## config.mk

```make
export PLATFORM = sky130hd
export DESIGN_NAME = uart_tx_arbiter
export DESIGN_NICKNAME = d
export VERILOG_FILES = /design/src/rtl/uart_tx_arbiter.sv
export SDC_FILE = /design/constraint.sdc
export NUM_CORES = 1
export LEC_CHECK = 0
export ABC_CLOCK_PERIOD_IN_PS = 2800
export BUFFER_PORTS_ARGS = -buffer_cell sky130_fd_sc_hd__buf_2
export CAP_MARGIN = 0
export CORE_ASPECT_RATIO = 0.9
export CORE_MARGIN = 1.5
export CORE_UTILIZATION = 38
export CTS_CLUSTER_DIAMETER = 100
export DETAILED_ROUTE_END_ITERATION = 12
export SYNTH_ARGS = -nofsm -noshare
export SYNTH_HDL_FRONTEND = slang
export SYNTH_SLANG_ARGS = --single-unit
```

## constraint.sdc

```tcl
create_clock -name clk -period 2.8 [get_ports clk]
set_input_delay 0.28 -clock clk [delete_from_list [all_inputs] [get_ports clk]]
set_output_delay 0.28 -clock clk [all_outputs]
set_load 0.05 [all_outputs]
```

## src/rtl/uart_tx_arbiter.sv

```systemverilog
// Round-robin arbiter that feeds bytes from NUM_REQ requesters into one shared UART transmitter.
// A multi-byte packet keeps the grant locked on its owner until the byte marked last is accepted.
module uart_tx_arbiter #(
    parameter int unsigned NUM_REQ    = 4,
    parameter int unsigned DATA_WIDTH = 8
) (
    input  logic                          clk,
    input  logic                          rst_n,
    input  logic [NUM_REQ-1:0]            req_valid,
    input  logic [NUM_REQ*DATA_WIDTH-1:0] req_data,
    input  logic [NUM_REQ-1:0]            req_last,
    output logic [NUM_REQ-1:0]            req_ready,
    output logic                          tx_start,
    output logic [DATA_WIDTH-1:0]         tx_data,
    input  logic                          tx_busy,
    output logic [$clog2(NUM_REQ)-1:0]    grant_id,
    output logic                          grant_active
);

    localparam int unsigned IdW = $clog2(NUM_REQ);

    typedef enum logic [1:0] {StIdle, StStart, StWaitBusy, StWaitDone} state_e;

    state_e                state_q, state_d;
    logic [DATA_WIDTH-1:0] tx_data_q, tx_data_d;
    logic [IdW-1:0]        grant_id_q, grant_id_d;
    logic [IdW-1:0]        rr_ptr_q, rr_ptr_d;
    logic                  lock_q, lock_d;
    logic                  quiet_q, quiet_d;

    logic                  win_found;
    logic [IdW-1:0]        win_idx;
    logic [DATA_WIDTH-1:0] win_data;
    logic                  accept;
    logic                  complete;
    int unsigned           cand;
    logic [IdW-1:0]        cand_id;

    always_comb begin
        win_found = 1'b0;
        win_idx   = grant_id_q;
        cand      = '0;
        cand_id   = '0;
        if (lock_q) begin
            win_found = req_valid[grant_id_q];
        end else begin
            for (int unsigned k = 0; k < NUM_REQ; k++) begin
                cand = 32'(rr_ptr_q) + k;
                if (cand >= NUM_REQ) begin
                    cand = cand - NUM_REQ;
                end
                cand_id = IdW'(cand);
                if (!win_found && req_valid[cand_id]) begin
                    win_found = 1'b1;
                    win_idx   = cand_id;
                end
            end
        end
    end

    always_comb begin
        win_data = '0;
        for (int unsigned i = 0; i < NUM_REQ; i++) begin
            if (win_idx == IdW'(i)) begin
                win_data = req_data[i*DATA_WIDTH +: DATA_WIDTH];
            end
        end
    end

    // rst_n gates the strobe so no requester sees an accept while reset is held.
    assign accept = (state_q == StIdle) && !tx_busy && win_found && rst_n;

    always_comb begin
        req_ready          = '0;
        req_ready[win_idx] = accept;
    end

    always_comb begin
        state_d    = state_q;
        tx_data_d  = tx_data_q;
        grant_id_d = grant_id_q;
        lock_d     = lock_q;
        rr_ptr_d   = rr_ptr_q;
        quiet_d    = quiet_q;
        complete   = 1'b0;
        unique case (state_q)
            StIdle: begin
                if (accept) begin
                    tx_data_d  = win_data;
                    grant_id_d = win_idx;
                    lock_d     = !req_last[win_idx];
                    state_d    = StStart;
                end
            end
            StStart: begin
                quiet_d = 1'b0;
                state_d = StWaitBusy;
            end
            StWaitBusy: begin
                // A transmitter that never raises busy is treated as done after two quiet cycles.
                if (tx_busy) begin
                    state_d = StWaitDone;
                end else if (quiet_q) begin
                    complete = 1'b1;
                end else begin
                    quiet_d = 1'b1;
                end
            end
            StWaitDone: begin
                if (!tx_busy) begin
                    complete = 1'b1;
                end
            end
            default: state_d = StIdle;
        endcase
        if (complete) begin
            state_d = StIdle;
            if (!lock_q) begin
                rr_ptr_d = (grant_id_q == IdW'(NUM_REQ - 1)) ? '0 : grant_id_q + IdW'(1);
            end
        end
    end

    always_ff @(posedge clk or negedge rst_n) begin
        if (!rst_n) begin
            state_q    <= StIdle;
            tx_data_q  <= '0;
            grant_id_q <= '0;
            rr_ptr_q   <= '0;
            lock_q     <= 1'b0;
            quiet_q    <= 1'b0;
        end else begin
            state_q    <= state_d;
            tx_data_q  <= tx_data_d;
            grant_id_q <= grant_id_d;
            rr_ptr_q   <= rr_ptr_d;
            lock_q     <= lock_d;
            quiet_q    <= quiet_d;
        end
    end

    assign tx_start     = (state_q == StStart);
    assign tx_data      = tx_data_q;
    assign grant_id     = grant_id_q;
    assign grant_active = lock_q;

endmodule

```

==> results of run 1 <==
-- worst max-delay path: cells and delay by family (launching register included) --
| family | cells | cell delay (ns) |
|---|---|---|
| buffers and inverters | 4 | 0.74 |
| AND/OR/NAND/NOR | 4 | 0.75 |
| AO/OA/AOI/OAI | 1 | 0.22 |
| flip-flops | 1 | 0.41 |
-- registers in the layout, summed over array words and instances (netlist names) --
register / cells
grant_active: 1
grant_id: 2
quiet_q: 1
rr_ptr_q: 2
state_q: 2
tx_data: 8
-- how the worst max path moves through the flow --
stage,start,endpoint,slack (ns),depth (start not counted)
2_1_floorplan,grant_id[0]$_DFFE_PN0P_,req_ready[0],-0.07,8
3_3_place_gp,rr_ptr_q[1]$_DFFE_PN0P_,tx_data[3]$_DFFE_PN0P_,0.32,7
3_5_place_dp,rr_ptr_q[1]$_DFFE_PN0P_,tx_data[5]$_DFFE_PN0P_,0.30,7
4_1_cts,rr_ptr_q[1]$_DFFE_PN0P_,req_ready[0],0.04,7
5_1_grt,rr_ptr_q[0]$_DFFE_PN0P_,req_ready[0],0.007,9
6_report,rr_ptr_q[0]$_DFFE_PN0P_,req_ready[0],0.14,9
-- cell type report --
cell class	count	area (um^2)	share of cell area
clock buffers	3	41.3	0.0216
well taps	48	60.1	0.0314
repair buffers	63	340	0.178
multi-input cells	129	1040	0.545
inverters	7	26.3	0.0138
flip-flops and latches	16	402	0.210
-- layout by cell type, fill, tap and decap left out, drive strengths merged, types with 3 or more instances in the layout --
cell type  instances
inv                7
nor2              14
nor3               3
nand2b             5
nor2b              3
dfrtp             16
ha                 5
a31oi              4
nand2              9
clkbuf             3
mux2i             28
o21ai             10
mux2               9
buf               63
a21oi              7
-- layer usage --
layer / vias to the layer above / share of wire
li1: 720 / -
met2: 46 / 0.44
met4: 0 / 0.0059
met1: 644 / 0.49
met3: 2 / 0.061
met5: - / 0
-- through the flow --
stage	total power [mW]	TNS, ns	util	area, um^2	setup slack (ns)
6_report	2.24	0	0.472	1910	0.135
5_1_grt	2.41	0	0.472	1910	0.00747
4_1_cts	2.26	0	0.472	1910	0.0372
3_5_place_dp	2.09	0	0.462	1870	0.304
3_3_place_gp	2.08	0	0.462	1870	0.325
2_1_floorplan	1.82	-0.132	-	1580	-0.0659
-- repair_timing --
item                                    CTS  global route
endpoints found under the setup margin    0             4
buffers inserted                          0             0
gates resized for setup                   0             1
-- synth_stat cells (2+ instances only) --
library cell and count:
a32oi_1 2, nor2b_1 2, o21ai_1 4, a31oi_1 3, buf_6 4, o21ai_0 6, clkbuf_1 2, nand2b_1 5
dfrtp_1 16, nand2_1 9, inv_1 6, mux2i_1 28, mux2_2 9, ha_1 5, o21a_1 2, a21oi_1 6
buf_4 3, nor2_1 14, nor3_1 2, buf_2 5
-- kinds of logic (layout without fill, tap and decap cells) --
family	Yosys count	after routing	synth area share
compound gates	40	40	0.191
fa+ha+maj	5	5	0.0396
buf+inv	22	73	0.0886
flops	16	16	0.253
mux	39	39	0.272
simple gates	45	45	0.156
-- where the power goes --
group,internal [mW],switching [mW],leakage (nW)
Sequential,0.349,0.148,0.192
Clock,0.0952,0.0747,0.0216
Combinational,0.660,0.912,0.734
==> results_dict.tcl, run 1 <==
set metrics [dict create \
    synth.ff_latch_count 16 \
    ir_worst_vdd_uv 351 \
    r2r_slack_ns 0.39 \
    tightest_slew_ns 0.411 \
    setup_viol 0 \
    postRouteAntennaNets 0 \
    synth_area_leaders "dfrtp_1 (25%), mux2i_1 (18%), mux2_2 (6.4%), ha_1 (4.0%), nor2_1 (3.3%)" \
    synth_cells 167 \
    synth_area_um2 1580 \
    htree_num_levels 1 \
    cts.sinks 16 \
    drive_gt1_frac 0.399 \
    fp.dieH_um 64.2 \
    power.density_nw_per_um2 1170 \
    numCtsBuffers 3 \
    synth_area_per_cell_um2 9.47 \
    cts_buffer_depth 2 \
    holdCritPathClass "input pin to asynchronous set/reset pin" \
    leakagePower_nw 0.948 \
    status "completed" \
    r2r_start "rr_ptr_q[0]$_DFFE_PN0P_" \
    slowest_delay_ns 0.53 \
    ys_seq_area_frac 0.253 \
    areaGrowthSynthToFinish_pct 20.8 \
    drc_errors 0 \
    dp_cells 263 \
    met3_usage 0.0252 \
    place_congestion 0.789 \
    startpoint_type "register" \
    grt_max_degree 23 \
    core_area_um2 4050 \
    antenna_found_initial 0 \
    clockRootBuffer "clkbuf_8" \
    fillers 410 \
    r2r_end "tx_data[6]$_DFFE_PN0P_" \
    die_w_um 71 \
    nets 268 \
    dieArea_um2 4560 \
    slew-limit-headroom 0.726 \
    overflow 0 \
    critical_path_class "register to output port" \
    critPathMaxFanout 22 \
    async_flop_share 1.00 \
    ios 59 \
    dr.pass1.iters 4 \
    cp.arrival_ns 2.38 \
    critical_path.slowest_cell "or4b_4" \
    maxSlewViolCount 0 \
    io_buffers 58 \
    post-route-period-util 0.952 \
    syn-num-nets 215 \
    cts_tree "built" \
    place_hpwl_um 2780 \
    required_ns 2.52 \
    clkTransAtPathRegs_ns 0.06 \
    start_util 0.391 \
    wl_um 3580 \
    synth_cell_types 54 \
    worst_clock_skew_ns 0.00653 \
    crit_path_end_kind "output port" \
    final_cells 266 \
    drt_iter0_drc 41 \
    avgViaCountPerCell 5.31 \
    yosysTopAreaCell "dfrtp_1" \
    rows 22 \
    grt_pass1_wl_um 5770 \
    vias 1412 \
    rsz0062_at_grt "false" \
    wl_per_cell_um 13.4 \
    synth_ff_type "dfrtp_1" \
    yosysTopAreaCellShare 0.253 \
    grt_pass1_vias 1298 \
    antenna_cells 0 \
    grt-busiest-layer "met2" \
    postCtsHoldBufs 0 \
    use_met2 0.265 \
    insertion_delay_ns 0.25 \
    met1_usage 0.203 \
    synth_edf_count 0 \
    yosys_warnings 0 \
    fmax_mhz 375 \
    maxCapViolations 0 \
    post-route-min-period_ns 2.66 \
    grt_util_all_layers 0.157 \
    cp_cell_sequence "buf_4 -> nand2_1 -> nor3_1 -> or4b_4 -> a31oi_4 -> buf_12 -> inv_1 -> nor2_1 -> buf_2" \
    reg2reg_depth 9 \
    fin_hold_ws_ns 0.0275 \
    finalHoldViolations 0 \
]
(Power assumes the default switching activity.)
==> inputs of run 2 (changes only) <==
- ABC_AREA: unset -> 1
==> results_dict.tcl, run 2 <==
set metrics [dict create \
    timing.setup.tns_ns 0 \
    required_ns 2.52 \
    critical_path.slowest_cell "dfrtp_2" \
    synth_ff_type "dfrtp_1" \
    overflow 0 \
    antenna_cells 0 \
    yosys_warnings 0 \
    insertion_delay_ns 0.26 \
    drc_errors 0 \
    fin_hold_ws_ns 0.328 \
    wl_per_cell_um 10.9 \
    placed_cell_area_um2 2020 \
    place_hpwl_um 3300 \
    finalHoldViolations 0 \
    io_buffers 58 \
    post-route-cell-area_um2 2100 \
    vias 1757 \
    async_flop_share 1.00 \
    maxCapViolations 0 \
    numCtsBuffers 3 \
    yosysTopAreaCellShare 0.238 \
    drive_gt1_frac 0.345 \
    ys_seq_area_frac 0.238 \
    core_area_um2 4160 \
    drt_iter0_drc 97 \
    dieArea_um2 4830 \
    largest_register_ffs 8 \
    wl_um 4120 \
    holdCritPathClass "input pin to register" \
    postRouteAntennaNets 0 \
    hp-start "req_data[18]" \
    synth_cell_types 26 \
    rows 22 \
    pre_cts_ws_ns 0.240 \
    post-synth-top-count-cell "nand2_1" \
    cts_tree "built" \
    grt_pass1_vias 1509 \
    cp_cell_sequence "inv_4 -> nand2_1 -> nand2_2 -> nand2_1 -> o21ai_1 -> nor3_1 -> nor2_1 -> buf_4 -> nand2_1 -> nor2_1 -> buf_2" \
    synth.top_cells.by_count "nand2_1 (103), inv_1 (25), nand3_1 (18)" \
    critPathMostFrequentCell "nand2_1" \
    slew-limit-headroom 0.754 \
    final_cell_mix "nand2_1 (103), buf_2 (57), inv_1 (25)" \
    grt_max_degree 20 \
    clockRootBuffer "clkbuf_8" \
    post-route-period-util 0.917 \
    fmax_mhz 389 \
    cp.arrival_ns 2.29 \
    ios 59 \
    synth_area_leaders "dfrtp_1 (24%), nand2_1 (23%), inv_1 (5.6%), nand3_1 (5.4%), nand3_2 (5.4%)" \
    critical_path_class "register to output port" \
    avgViaCountPerCell 4.64 \
    start_util 0.405 \
    setup.worst_path.start "rr_ptr_q[0]$_DFFE_PN0P_" \
    synth_area_per_cell_um2 6.52 \
    fp.dieH_um 66.1 \
    syn-num-nets 306 \
    startpoint_type "register" \
    worst_clock_skew_ns 0.00727 \
    synth_edf_count 0 \
    rsz0062_at_grt "false" \
    yosysTopAreaCell "dfrtp_1" \
    cts_buffer_depth 2 \
    setup_viol 0 \
    synth.ff_latch_count 16 \
    die_w_um 73.1 \
    dr.pass1.iters 4 \
    synth_cells 258 \
    grt_pass1_wl_um 6730 \
    fillers 418 \
    grt_util_all_layers 0.176 \
    htree_num_levels 1 \
    antenna_found_initial 0 \
    nets 368 \
    synth_area_um2 1680 \
    reg2reg_depth 17 \
    maxSlewViolCount 0 \
    tightest_slew_ns 0.369 \
    status "completed" \
    place_congestion 0.844 \
    areaGrowthSynthToFinish_pct 24.9 \
    final_common_cell "nand2_1" \
    layout_setup_ws_ns 0.232 \
    post-route-min-period_ns 2.57 \
    critPathMaxFanout 13 \
    slowest_delay_ns 0.50 \
    r2r_start "rr_ptr_q[0]$_DFFE_PN0P_" \
    clkTransAtPathRegs_ns 0.07 \
    hold_depth 5 \
    cts.sinks 16 \
    crit_path_end_kind "output port" \
]
-- run 2: cell types whose count changed after synthesis, moves of 10 or more --
cell      change
mux2i_1      -28
inv_1        +19
nand3b_1     +10
nand2_1      +94
nand3_1      +17
nand2_2      +11
-- run 2: timing repair --
item,in CTS,in global routing
gates resized for setup,1,2
buffers inserted,0,1
setup endpoints to repair,2,3
pin swaps,0,1
endpoints found under the hold margin,16,0
gates cloned,0,0
hold buffers,1,0
-- run 2: path summary, 6_finish.rpt --
path	endpoint	slack [ns]
setup / recovery	req_ready[2]	0.23
max in group asynchronous	rr_ptr_q[0]$_DFFE_PN0P_	2.02
hold reg to reg	tx_data[6]$_DFFE_PN0P_	0.47
setup reg to reg	tx_data[5]$_DFFE_PN0P_	0.51
hold / removal	tx_data[2]$_DFFE_PN0P_	0.33
min in group asynchronous	grant_id[0]$_DFFE_PN0P_	0.48
-- run 2: critical path: cells and delay by family, from the launching register on --
| kind | cells | cell delay, ns |
|---|---|---|
| AOI/OAI and AO/OA | 1 | 0.17 |
| buffers and inverters | 3 | 0.63 |
| DFF | 1 | 0.50 |
| and+or+nand+nor | 7 | 0.73 |
-- run 2: kinds of logic (layout without fill, tap and decap cells) --
kind of cell             count (synthesis)  after routing  share of synthesized area
AND/OR/NAND/NOR                        173            173                      0.510
buffers and inverters                   39            100                      0.110
AO/OA/AOI/OAI                           25             25                      0.104
flip-flops                              16             16                      0.238
adder cells (fa/ha/maj)                  5              5                     0.0372
-- run 2: per-stage QoR --
step,util,cells
finish,0.505,379
floorplan,-,258
detailed placement,0.486,373
global placement,0.486,373
CTS,0.502,378
global route,0.505,379
-- run 2: layout make-up --
type,count,area [um^2],area share
inverters,31,119,0.0566
clock buffers,4,55.1,0.0262
repair buffers,65,348,0.166
multi-input cells,203,1100,0.524
well taps,60,75.1,0.0358
flip-flops and latches,16,402,0.191
-- run 2: metal layers --
layer	routed length, um	share of wire	GRT usage	vias to the layer above
met3	156	0.038	0.0320	7
met5	0	0	0	-
met4	51	0.012	0.0448	0
met1	2020	0.49	0.249	777
met2	1890	0.46	0.274	37
li1	-	-	-	936
Power of run 2 is not shown: default switching activity piles up to over one toggle a cycle in this logic, so the estimate is an artifact.
==> inputs of run 3 (changes only) <==
- CORE_UTILIZATION: 38 -> 47
- CTS_BUF_LIST: unset -> sky130_fd_sc_hd__clkbuf_2 sky130_fd_sc_hd__clkbuf_4 sky130_fd_sc_hd__clkbuf_8
- PLACE_DENSITY: unset -> 0.76
==> results_dict.tcl, run 3 (synthesis gave the netlist of run 2 again) <==
set metrics [dict create \
    fmax_mhz 386 \
    overflow 0 \
    holdCritPathClass "input pin to asynchronous set/reset pin" \
    postRouteAntennaNets 0 \
    nets 369 \
    final_cells 363 \
    grt_util_all_layers 0.207 \
    clkTransAtPathRegs_ns 0.06 \
    wl_um 4010 \
    r2r_end "tx_data[6]$_DFFE_PN0P_" \
    dieArea_um2 3950 \
    drive_gt1_frac 0.354 \
    setup_viol 0 \
    wl_per_cell_um 11.0 \
    io_buffers 58 \
    required_ns 2.52 \
    post-route-min-period_ns 2.59 \
    cts_tree "built" \
    slew-limit-headroom 0.774 \
    crit_path_end_kind "output port" \
    insertion_delay_ns 0.25 \
    cts.sinks 16 \
    avgViaCountPerCell 4.85 \
    timing.setup.tns_ns 0 \
    final_cell_mix "nand2_1 (103), buf_2 (55), inv_1 (25)" \
    worst_clock_skew_ns 0.00104 \
    grt_pass1_vias 1443 \
    start_util 0.494 \
    r2r_slack_ns 0.47 \
    post-route-period-util 0.926 \
    vias 1759 \
    largest_register_ffs 8 \
    drt_iter0_drc 84 \
    cts_buffer_depth 2 \
    rsz0062_at_grt "false" \
    die_w_um 66.1 \
    cp.arrival_ns 2.31 \
    final_common_cell "nand2_1" \
    reg2reg_depth 18 \
    finalHoldViolations 10 \
    post-route-cell-area_um2 2090 \
    dr.pass1.iters 4 \
    multi_input_area_um2 1110 \
    rows 20 \
    grt_pass1_wl_um 6290 \
    critical_path_class "register to output port" \
    placed_cell_area_um2 2010 \
    htree_num_levels 1 \
    drc_errors 0 \
    r2r_start "rr_ptr_q[0]$_DFFE_PN0P_" \
    tightest_slew_ns 0.339 \
    violations "hold timing" \
    fin_hold_ws_ns -0.00148 \
    grt_max_degree 19 \
    clockRootBuffer "clkbuf_8" \
    place_hpwl_um 3140 \
    fillers 345 \
    maxSlewViolCount 0 \
    place_congestion 0.894 \
    numCtsBuffers 3 \
    fp.dieH_um 59.7 \
    maxCapViolations 0 \
    dp_cells 358 \
    ios 59 \
    status "finished, violations left" \
    critPathMaxFanout 16 \
    seq_area_um2 402 \
    startpoint_type "register" \
    core_area_um2 3400 \
    antenna_found_initial 0 \
    areaGrowthSynthToFinish_pct 24.5 \
    antenna_cells 0 \
]
run 3: changes by cell type in the layout (fill, tap and decap cells not counted):
cell | before | now
nand2_8 | 0 | 1
buf_2 | 57 | 55
nor2_2 | 0 | 2
buf_6 | 0 | 1
clkbuf_8 | 4 | 3
dlygate4sd3_1 | 1 | 0
clkbuf_4 | 1 | 2
nor2_1 | 11 | 9
nand2_4 | 5 | 4
buf_4 | 6 | 8
run 3: worst max-delay path by stage:
stage	start	to	slack, ns	cells after the start
6_report	rr_ptr_q[0]$_DFFE_PN0P_	req_ready[0]	0.21	12
5_1_grt	rr_ptr_q[0]$_DFFE_PN0P_	req_ready[1]	0.002	14
4_1_cts	rr_ptr_q[0]$_DFFE_PN0P_	req_ready[3]	0.11	12
3_5_place_dp	rr_ptr_q[0]$_DFFE_PN0P_	req_ready[0]	0.25	9
3_3_place_gp	rr_ptr_q[0]$_DFFE_PN0P_	req_ready[0]	0.30	9
2_1_floorplan	grant_id[0]$_DFFE_PN0P_	req_ready[0]	0.14	7
run 3: cell type report:
cell class                 instances  share of cell area
sequential                        16               0.192
inverter                          31              0.0568
timing repair buffer              66               0.173
multi-input combinational        203               0.533
clock buffer                       3              0.0197
tap                               44              0.0263
run 3: metal layers:
layer / routed length (um) / up-vias / GRT usage
li1: - / 938 / -
met4: 48 / 0 / 0.0758
met2: 1850 / 36 / 0.323
met3: 144 / 5 / 0.0282
met5: 0 / - / 0
met1: 1960 / 780 / 0.293
run 3: timing repair:
item | 4_1_cts | 5_1_grt
gates cloned | 0 | 0
resized for setup | 2 | 8
setup endpoints to repair | 2 | 4
hold buffers | 0 | 0
pin swaps | 0 | 1
buffers inserted | 0 | 2
run 3: through the flow:
stage	worst slack, ns	utilization	hold slack [ns]
6_report	0.208	0.615	-0.00148
5_1_grt	0.00155	0.615	0.0123
4_1_cts	0.105	0.603	0.00240
3_5_place_dp	0.254	0.590	0.274
3_3_place_gp	0.297	0.590	0.267
2_1_floorplan	0.138	-	-0.0156
run 3: worst max-delay path, stage by stage (launching register included):
cell	delay, ns
dfrtp_2	0.49
inv_4	0.14
nand2_1	0.08
nand2_2	0.09
nand2_1	0.08
o21ai_1	0.19
nand4_1	0.16
nand2_1	0.08
inv_1	0.06
nand2_2	0.13
nand2_8	0.11
nor3_2	0.15
buf_2	0.28
Power of run 3 is left out for the same reason.
